<file path="src/rtl/power_frame_packer.sv">
// Packs N channel power values into SYNC/SEQ/data/CSUM byte frames for the UART FIFO.
// Latency: SYNC presented one cycle after the last channel goes fresh; stalls in place on fifo_full_i.
module power_frame_packer #(
  parameter int         NUM_CH    = 4,
  parameter int         DW        = 16,
  parameter logic [7:0] SYNC_BYTE = 8'hA5
) (
  input  logic                   clk,
  input  logic                   rst,
  input  logic [NUM_CH*DW-1:0]   data_i,
  input  logic [NUM_CH-1:0]      valid_i,
  input  logic                   fifo_full_i,
  output logic [7:0]             data_o,
  output logic                   wr_en_o,
  output logic                   busy_o,
  output logic                   frame_done_o,
  output logic [15:0]            drop_cnt_o
);

  localparam int BPC = (DW + 7) / 8;
  localparam int PW  = BPC * 8;
  localparam int NB  = NUM_CH * BPC;
  localparam int CW  = $clog2(NB + 1);
  localparam int DCW = $clog2(NUM_CH + 1);

  typedef enum logic [2:0] {S_IDLE, S_SYNC, S_SEQ, S_DATA, S_CSUM} state_t;

  state_t                 state;
  logic [NUM_CH*DW-1:0]   cap_q;
  logic [NUM_CH*DW-1:0]   snap_q;
  logic [NUM_CH-1:0]      fresh_q;
  logic [7:0]             seq_q;
  logic [7:0]             acc_q;
  logic [CW-1:0]          cnt_q;
  logic [7:0]             dbyte [NB];
  logic [7:0]             next_byte;
  logic                   start;
  logic                   last_data;
  logic [DCW-1:0]         n_drop;
  logic [16:0]            drop_sum;

  assign start     = (state == S_IDLE) && (&fresh_q);
  assign busy_o    = (state != S_IDLE);
  assign wr_en_o   = (state != S_IDLE) && !fifo_full_i;
  assign last_data = (cnt_q == CW'(NB - 1));

  // Frame-order byte view of the snapshot: each channel zero-extended, MSB byte first.
  for (genvar k = 0; k < NUM_CH; k++) begin : g_ch
    logic [PW-1:0] ext;
    assign ext = PW'(snap_q[k*DW +: DW]);
    for (genvar b = 0; b < BPC; b++) begin : g_byte
      assign dbyte[k*BPC + b] = ext[(BPC-1-b)*8 +: 8];
    end
  end

  always_comb begin
    next_byte = dbyte[0];
    for (int i = 0; i < NB; i++)
      if (CW'(i) == cnt_q + CW'(1)) next_byte = dbyte[i];
  end

  // A strobe on the snapshot edge lands in a freshly cleared slot, so it never counts as a drop.
  always_comb begin
    n_drop = '0;
    for (int k = 0; k < NUM_CH; k++)
      if (valid_i[k] && fresh_q[k] && !start) n_drop = n_drop + DCW'(1);
  end

  assign drop_sum = {1'b0, drop_cnt_o} + 17'(n_drop);

  always_ff @(posedge clk or posedge rst) begin
    if (rst) begin
      cap_q      <= '0;
      snap_q     <= '0;
      fresh_q    <= '0;
      drop_cnt_o <= '0;
    end else begin
      for (int k = 0; k < NUM_CH; k++)
        if (valid_i[k]) cap_q[k*DW +: DW] <= data_i[k*DW +: DW];
      if (start) begin
        snap_q  <= cap_q;
        fresh_q <= valid_i;
      end else begin
        fresh_q <= fresh_q | valid_i;
      end
      drop_cnt_o <= drop_sum[16] ? 16'hFFFF : drop_sum[15:0];
    end
  end

  always_ff @(posedge clk or posedge rst) begin
    if (rst) begin
      state        <= S_IDLE;
      data_o       <= '0;
      frame_done_o <= 1'b0;
      seq_q        <= '0;
      acc_q        <= '0;
      cnt_q        <= '0;
    end else begin
      frame_done_o <= 1'b0;
      case (state)
        S_IDLE: if (start) begin
          state  <= S_SYNC;
          data_o <= SYNC_BYTE;
          acc_q  <= '0;
        end
        S_SYNC: if (wr_en_o) begin
          state  <= S_SEQ;
          data_o <= seq_q;
        end
        S_SEQ: if (wr_en_o) begin
          state  <= S_DATA;
          data_o <= dbyte[0];
          acc_q  <= acc_q + data_o;
          cnt_q  <= '0;
        end
        S_DATA: if (wr_en_o) begin
          acc_q <= acc_q + data_o;
          if (last_data) begin
            state  <= S_CSUM;
            data_o <= acc_q + data_o;
          end else begin
            cnt_q  <= cnt_q + CW'(1);
            data_o <= next_byte;
          end
        end
        S_CSUM: if (wr_en_o) begin
          state        <= S_IDLE;
          data_o       <= '0;
          seq_q        <= seq_q + 8'd1;
          frame_done_o <= 1'b1;
        end
        default: state <= S_IDLE;
      endcase
    end
  end

endmodule

</file>
<file path="config.mk">
export PLATFORM = sky130hd
export DESIGN_NAME = power_frame_packer
export DESIGN_NICKNAME = d
export VERILOG_FILES = /design/src/rtl/power_frame_packer.sv
export SDC_FILE = /design/constraint.sdc
export NUM_CORES = 1
export LEC_CHECK = 0
export CORE_ASPECT_RATIO = 0.7
export CORE_MARGIN = 5
export CORE_UTILIZATION = 30
export DETAILED_ROUTE_END_ITERATION = 6
export GPL_ROUTABILITY_DRIVEN = 0
export PLACE_DENSITY = 0.54
export SLEW_MARGIN = 20
export SYNTH_ARGS = -nofsm -noshare
export SYNTH_HDL_FRONTEND = slang
export SYNTH_SLANG_ARGS = --single-unit
</file>
<file path="constraint.sdc">
create_clock -name clk -period 10.6 [get_ports clk]
set_clock_uncertainty 0.1 [all_clocks]
set_input_delay 2.12 -clock clk [delete_from_list [all_inputs] [get_ports clk]]
set_output_delay 2.12 -clock clk [all_outputs]
set_load 0.005 [all_outputs]
</file>
=== Yosys cells after proc, flatten, opt, wreduce, memory -nomap -nowiden ===
Cells that the tools add are included.

* Add/sub/neg operators: 7
* $mul: 0
* Divide/modulo/power cells: 0
* Magnitude comparators: 0
* Equality and inequality tests: 20
* Shift-type cells: 0
* Multiplexer cells: 36
* Bitwise logic cells: 1
* Reductions and logical operators: 24

{| class="wikitable"
|+ Operator list
! kind !! count
|-
| 2-to-1 mux 8 bit || 15
|-
| one-hot mux 8 bit (5 select lines) || 1
|-
| 2-to-1 mux 3 bit || 9
|-
| adder 16 x 3 -> 17 bit || 1
|-
| == test 3 x 4 -> 1 bit, first input constant || 4
|-
| 2-to-1 mux 16 bit || 1
|-
| 2-to-1 mux 4 bit || 4
|-
| one-hot mux 8 bit (2 select lines) || 1
|-
| one-hot mux 3 bit (5 select lines) || 1
|-
| inequality test 2 bit, second input constant || 7
|-
| AND reduction 6 bit || 2
|-
| logical AND 1 bit || 10
|-
| adder 3 x 1 -> 3 bit, second input constant || 3
|-
| adder 8 x 1 -> 8 bit, second input constant || 1
|-
| adder 8 bit || 1
|-
| == test 2 x 4 -> 1 bit, first input constant || 2
|-
| one-hot mux 4 bit (2 select lines) || 1
|-
| AND reduction 4 bit || 2
|-
| == test 3 x 2 -> 1 bit, second input constant || 2
|-
| nonzero test 5 bit || 1
|-
| adder 4 x 1 -> 4 bit, second input constant || 1
|-
| == test 1 x 4 -> 1 bit, first input constant || 1
|-
| == test 4 x 3 -> 1 bit, second input constant || 1
|-
| OR 4 bit || 1
|-
| 11 further kinds || 15
|}

* Flip-flop bits (word level): 180
* Latch bits: 0
* RAM bits: 0
* Memory bits (read-only): 0
* Bits of input ports: 71
* Output and inout port bits: 27
* Memories: 0

=== Longest topological paths before layout ===
Gate-level depths: netlist (run 1).

* Depth in word-level cells: 13
* Gate-level depth with buffers: 18
* Mapped depth without buffers: 17

=== Worst setup path after synthesis (run 1) ===
OpenSTA, ideal clock, no wires.

* Path kind: input port to flip-flop
* Start point: input valid_i[0]
* End point: register drop_cnt_o[15]
* Setup time: 0.125 ns
* Arrival time: 5.343 ns
* Data required time: 10.375 ns
* Path slack: 5.032 ns
* Stages on the path: 14
* Path buffers: 2
* Cells stage by stage: clkbuf_1 > clkbuf_1 > and3_1 > ha_1 > xnor2_1 > ha_1 > mux2_2 > ha_1 > a21o_1 > a21oi_1 > or2_2 > nor2_1 > nand3_1 > mux2_2

* Word-level cells in the longest chain between the ends: 11

{| class="wikitable"
|+ Ends and longest elaborated chain
! what !! line !! text
|-
| start, declared || 11 || <nowiki>input logic [NUM_CH-1:0] valid_i,</nowiki>
|-
| logical AND 1 bit (*) (2 in a row) || 66 || <nowiki>if (valid_i[k] && fresh_q[k] && !start) n_drop = n_drop + DCW'(1);</nowiki>
|-
| 2-to-1 mux 1 bit (*) || 66 ||
|-
| adder 3 x 1 -> 3 bit || 66 ||
|-
| 2-to-1 mux 3 bit (*) || 66 ||
|-
| adder 3 x 1 -> 3 bit || 66 ||
|-
| 2-to-1 mux 3 bit (*) || 66 ||
|-
| adder 3 x 1 -> 3 bit || 66 ||
|-
| 2-to-1 mux 3 bit (*) || 66 ||
|-
| adder 16 x 3 -> 17 bit (*) || 69 || <nowiki>assign drop_sum = {1'b0, drop_cnt_o} + 17'(n_drop);</nowiki>
|-
| 2-to-1 mux 16 bit (*) || 86 || <nowiki>drop_cnt_o <= drop_sum[16] ? 16'hFFFF : drop_sum[15:0];</nowiki>
|-
| end signal, assigned || 86 ||
|-
| end, declared || 17 || <nowiki>output logic [15:0] drop_cnt_o</nowiki>
|}

Every way passes the cells marked *; elsewhere a longest branch is shown, timed or not.
A chain may end at the register's enable or synchronous reset.

=== Worst setup path after layout (run 1) ===
* Start point: input fifo_full_i
* End point: output wr_en_o

* Word-level cells in the longest chain between the ends: 2

{| class="wikitable"
|+ Ends and longest elaborated chain
! what !! line !! text
|-
| start, declared || 12 || <nowiki>input logic fifo_full_i,</nowiki>
|-
| zero test 1 bit || 44 || <nowiki>assign wr_en_o = (state != S_IDLE) && !fifo_full_i;</nowiki>
|-
| logical AND 1 bit || 44 ||
|-
| end, declared || 14 || <nowiki>output logic wr_en_o,</nowiki>
|}

No other way between the ends.

==> results.toml, run 1 <==
[timing]
worst_slew_pin_slew_ns = 1.123
rsz0062_at_grt = "no"
fin_crit_ns = 5.714
slew_violations = 0
maxSlewHeadroom_pct = 24.21
setup_viol = 0
hold_violations = 0
max_freq_mhz = 175.0
setup_tns_ns = 0
period_share_pct = 53.90

[power_and_ir_drop]
seq_power_share_pct = 38.2
p_per_area_nw_per_um2 = 248.8
p_total_mw = 2.622
switchingPower_mw = 1.003
pwr-share-comb_pct = 37.3
p_sw_share_pct = 38.27
p_clk_share_pct = 24.5
p_int_mw = 1.619
ir_worst_vdd_v = 0.0001382
p_leak_nw = 4.750

[layout]
nNetsFinal = 1037
synthToLayoutAreaGrowth_pct = 22.50
fillers = 2794
final_layout_size_suffix_gt1_share_pct = 12.75
final_cells = 1328
fin_util_pct = 37.62
finalInstanceArea_um2 = 10540
n_antenna_cell = 0

[floorplan]
start_util_pct = 30.71
num_rows = 51
core_um2 = 28010
ios = 98
dieArea_um2 = 32210
die_h_um = 151.7
die_width_um = 212.4

[route]
first_pass_iters = 7
wl_per_cell_um = 16.74
viasPerCell = 4.840
wl_um = 22230
antenna_left = 0
drc = 0
num_vias = 6427
drt-initial-drc-count = 516

[critical_path]
cp_cell_sequence = "clkdlybuf4s50_1, nor2b_1, clkdlybuf4s50_1"
critPathCaptureType = "output pin"
cpLargestDelayFamily = "buffers and inverters"
ff2ff_path_depth = 14
cp_common_cell = "clkdlybuf4s50_1"
critPathMaxStageDelay_ns = 0.66
path_buf_inv = 2
crit_cells = 3
slowest_stage = "clkdlybuf4s50_1"
worstSetupPathType = "input port to output pin"
worstPathMaxFanout = 14
arrival_ns = 3.49
cp-start-kind = "input port"
required_ns = 8.38

[cts]
cts-root-buf = "clkbuf_16"
cts_htree_levels = 4
cts_hold_buf = 0
post_cts_buffers = 0
cts.sinks = 180
cts.clk_slew.worst_paths_ns = 0.07
cts_buffer_depth = 2
cts_made_buffers = 17
cts.repair.resized = 0
worstSkewPairLatency_ns = 0.44
cts_tree = "done"

[logic_synthesis]
ys_async_sr_fraction_pct = 100.0
ys_ff_latch = 180
post-synth-top-area-cell = "dfrtp_1"
synthTopCellsByCount = "nand2_1, dfrtp_1, mux2_2"
synth_cells = 865
synth.distinct_cells = 60
synth_area_leaders = "dfrtp_1, nand2_1, mux2_2"
syn_nets = 958
synth_area_per_cell_um2 = 9.945
synth_top_area_share_pct = 52.36
synth-seq-area-share_pct = 52.36
yosysWarnings = 0
synth.most_common_cell = "nand2_1"
netlist_area_um2 = 8602
synth_edf_count = 0
synth_ff_type = "dfrtp_1"

[place]
dp_cells = 1296
port_buffers = 97
placed_area_um2 = 9942
dp_hpwl_um = 16030

[min_path]
holdPathStages = 2
hold_class = "flop to flop"

[global_routing]
grt_overflow = 0
grt_pass1_vias = 6433
grt_start_max_net_pins = 72
antenna_found_initial = 0
grt_util_all_layers_pct = 14.36
grt_pass1_wl_um = 36160

[outcome]
status = "completed"

[job]
maxCapViolations = 0
==> worst reg2reg max path: stages (launching register included) <==
cell	delay [ns]
dfrtp_1	0.60
or3_1	0.56
or2_2	0.51
and3_1	0.30
ha_1	0.33
xnor2_1	0.27
ha_1	0.31
mux2_2	0.28
ha_1	0.27
a21o_1	0.18
a21oi_1	0.31
or2_2	0.22
nor2_1	0.07
nand3_1	0.10
mux2_2	0.33
==> placed cells by master, fill, tap and decap left out, types with 9 or more instances in the layout <==
cell             instances
nor2_1                  24
mux2_2                  69
buf_4                    9
nor2b_1                 17
o21ai_0                 33
nand3_1                 22
dfrtp_1                180
a21o_1                  11
clkdlybuf4s50_1         97
o22ai_1                  9
clkbuf_16               17
ha_1                    20
nor3_1                  15
a21oi_1                 31
xnor2_1                 14
nand2_1                229
inv_1                   19
==> path summary, 6_finish.rpt <==
kind / startpoint / to / slack [ns]
max in group asynchronous: rst / seq_q[2]$_DFFE_PP0P_ / 7.09
max reg2reg: state[1]$_DFFE_PP0P_ / drop_cnt_o[15]$_DFF_PP0_ / 5.77
min: cap_q[9]$_DFFE_PP0P_ / snap_q[9]$_DFFE_PP0P_ / 0.37
min in group asynchronous: rst / cap_q[44]$_DFFE_PP0P_ / 2.02
min reg2reg: cap_q[9]$_DFFE_PP0P_ / snap_q[9]$_DFFE_PP0P_ / 0.37
max: fifo_full_i / wr_en_o / 4.89
==> registers in the layout, indices dropped and copies added, names as in the netlist <==
register,count
frame_done_o,1
drop_cnt_o,16
acc_q,8
cnt_q,4
seq_q,8
snap_q,64
fresh_q,4
cap_q,64
state,3
data_o,8
==> cells by family (layout without fill, tap and decap cells) <==
kind of cell             Yosys count  in the layout  synth area share [%]
flip-flops                       180            180                 52.36
AND/OR/NAND/NOR                  357            357                 18.24
AO/OA/AOI/OAI                    141            141                 10.91
multiplexers                      77             77                 9.964
XOR/XNOR                          22             22                 2.240
buffers and inverters             66            158                 2.909
adder cells (fa/ha/maj)           22             22                 3.375
==> through the flow <==
step                      setup WS (ns)  hold slack (ns)
after floorplan                   3.493           0.3348
after global routing              4.756           0.3955
after global placement            4.723           0.3493
after CTS                         4.862           0.3697
final                             4.886           0.3652
after detailed placement          4.563           0.3498
==> final cells by class <==
class                      count  area, um^2  area share (%)
clock buffer                  18       439.2           4.168
clock inverter                14       156.4           1.484
inverter                      20       80.08          0.7599
multi-input combinational    619        3855           36.58
sequential                   180        4504           42.75
tap                          371       464.2           4.405
timing repair buffer         106        1039           9.855
==> routing by layer <==
layer | up-vias | track usage (%) | routed length [um]
met4 | 0 | 2.814 | 127
met3 | 12 | 3.272 | 858
li1 | 3129 | - | -
met1 | 3163 | 22.68 | 12030
met2 | 123 | 19.96 | 9206
met5 | - | 0 | 0
==> power groups by stage <==
stage	clock (mW)	sequential (mW)	combinational [mW]
3_5_place_dp	0	1.01	0.974
2_1_floorplan	0	0.947	0.691
3_3_place_gp	0	1.01	0.961
4_1_cts	0.662	1.00	0.980
6_report	0.642	1.00	0.979
5_1_grt	0.690	1.03	1.10
No activity file was read; power rests on OpenSTA's default activity.
==> run 2, diff against run 1 <==
- PLACE_DENSITY: 0.54 -> 0.56
- clock period: 10.6 -> 5.1 ns (I/O delays scaled with it)
==> results.toml, run 2 (synthesized netlist as in run 1, its figures left out) <==
[outcome]
status = "completed"

[cts]
cts_tree = "done"
post_cts_buffers = 0
cts_buffer_depth = 2
cts.repair.resized = 0
cts_hold_buf = 0
cts-root-buf = "clkbuf_16"
cts_made_buffers = 17
cts.clk_slew.worst_paths_ns = 0.07
worstSkewPairLatency_ns = 0.43
cts_htree_levels = 4
cts.sinks = 180

[place]
placed_area_um2 = 9983
dp_cells = 1300
port_buffers = 97
dp_hpwl_um = 16310
dp_slack_ns = 0.3172

[min_path]
whs_endpoint = "snap_q[44]$_DFFE_PP0P_"
holdPathStages = 2
hold_class = "flop to flop"
hp-start = "cap_q[44]$_DFFE_PP0P_"

[critical_path]
ff2ff_path_depth = 14
regToRegEndpoint = "drop_cnt_o[2]$_DFF_PP0_"
required_ns = 5.28
cp-start-kind = "flop"
reg2reg_slack_ns = 0.58
critPathCaptureType = "flop"
r2r_start = "state[0]$_DFFE_PP0P_"
worstSetupPathType = "flop to flop"
worstPathMaxFanout = 15
cp-startpoint = "state[0]$_DFFE_PP0P_"
arrival_ns = 4.69

[power_and_ir_drop]
p_total_mw = 5.454
p_leak_nw = 4.759
p_per_area_nw_per_um2 = 515.7
ir_worst_vdd_v = 0.0002814

[global_routing]
grt_util_all_layers_pct = 14.00
grt_pass1_wl_um = 35500
antenna_found_initial = 0
grt_overflow = 0
grt_pass1_vias = 6432
grt_start_max_net_pins = 86

[floorplan]
start_util_pct = 30.71
dieArea_um2 = 32210
core_um2 = 28010
num_rows = 51
ios = 98
die_h_um = 151.7
die_width_um = 212.4

[layout]
finalInstanceArea_um2 = 10580
fin_util_pct = 37.75
final_cells = 1332
nNetsFinal = 1041
final_common_cell = "nand2_1"
synthToLayoutAreaGrowth_pct = 22.94
final_layout_size_suffix_gt1_share_pct = 13.11
top_regs = "cap_q x64, snap_q x64, drop_cnt_o x16"
layout_common_cells = "nand2_1, dfrtp_1, clkdlybuf4s50_1, mux2_2, o21ai_0"
n_antenna_cell = 0

[route]
drt-initial-drc-count = 422
first_pass_iters = 4
wl_um = 22220
wl_met1_um = 11980
drc = 0
wl_per_cell_um = 16.68
antenna_left = 0
met3_length_um = 974
top_layer = "met4"
viasPerCell = 4.854
met2_wirelength_um = 9039
num_vias = 6465

[timing]
hold_violations = 0
rsz0062_at_grt = "no"
setup_tns_ns = 0
fin_ws_ns = 0.5840
setup_viol = 0
maxSlewHeadroom_pct = 35.32
slew_violations = 0
fin_crit_ns = 4.516
hold_slack_ns = 0.3585
max_freq_mhz = 221.4
period_share_pct = 88.55
worst_slew_pin_slew_ns = 0.9580

[job]
maxCapViolations = 0
[run 2: layout make-up]
type / count / area, um^2
repair buffers: 110 / 1081
clock buffers: 22 / 494.2
multi-input cells: 619 / 3855
inverters: 20 / 78.83
clock inverters: 10 / 97.59
fillers: 2840 / 17440
well taps: 371 / 464.2
flip-flops and latches: 180 / 4504
[run 2: metal layers]
layer	up-vias	track usage (%)
met1	3176	22.54
met3	18	2.449
li1	3130	-
met4	0	3.262
met2	141	19.23
met5	-	0
[run 2: how the worst max path moves through the flow]
stage,end,slack (ns),cells after the start
global placement,drop_cnt_o[8]$_DFF_PP0_,0.43,14
finish,drop_cnt_o[2]$_DFF_PP0_,0.58,14
floorplan,drop_cnt_o[15]$_DFF_PP0_,0.63,14
CTS,drop_cnt_o[2]$_DFF_PP0_,0.58,14
detailed placement,drop_cnt_o[2]$_DFF_PP0_,0.32,14
global route,drop_cnt_o[2]$_DFF_PP0_,0.34,14
[run 2: worst max-delay path: stages (launching register included)]
cell,delay (ns)
dfrtp_1,0.54
or3_1,0.54
or2_2,0.37
and3_1,0.23
ha_1,0.33
xnor2_1,0.25
ha_1,0.19
nand4_1,0.11
xnor2_1,0.21
ha_1,0.29
nor2b_1,0.15
or2_2,0.33
nand2b_1,0.13
or3_1,0.39
o21ai_0,0.19
[run 2: report_power, final]
part,switching [mW],internal [mW],leakage (nW)
logic,1.17,0.905,2.24
clock network,0.572,0.741,0.285
registers,0.306,1.76,2.23
total,2.04,3.41,4.76
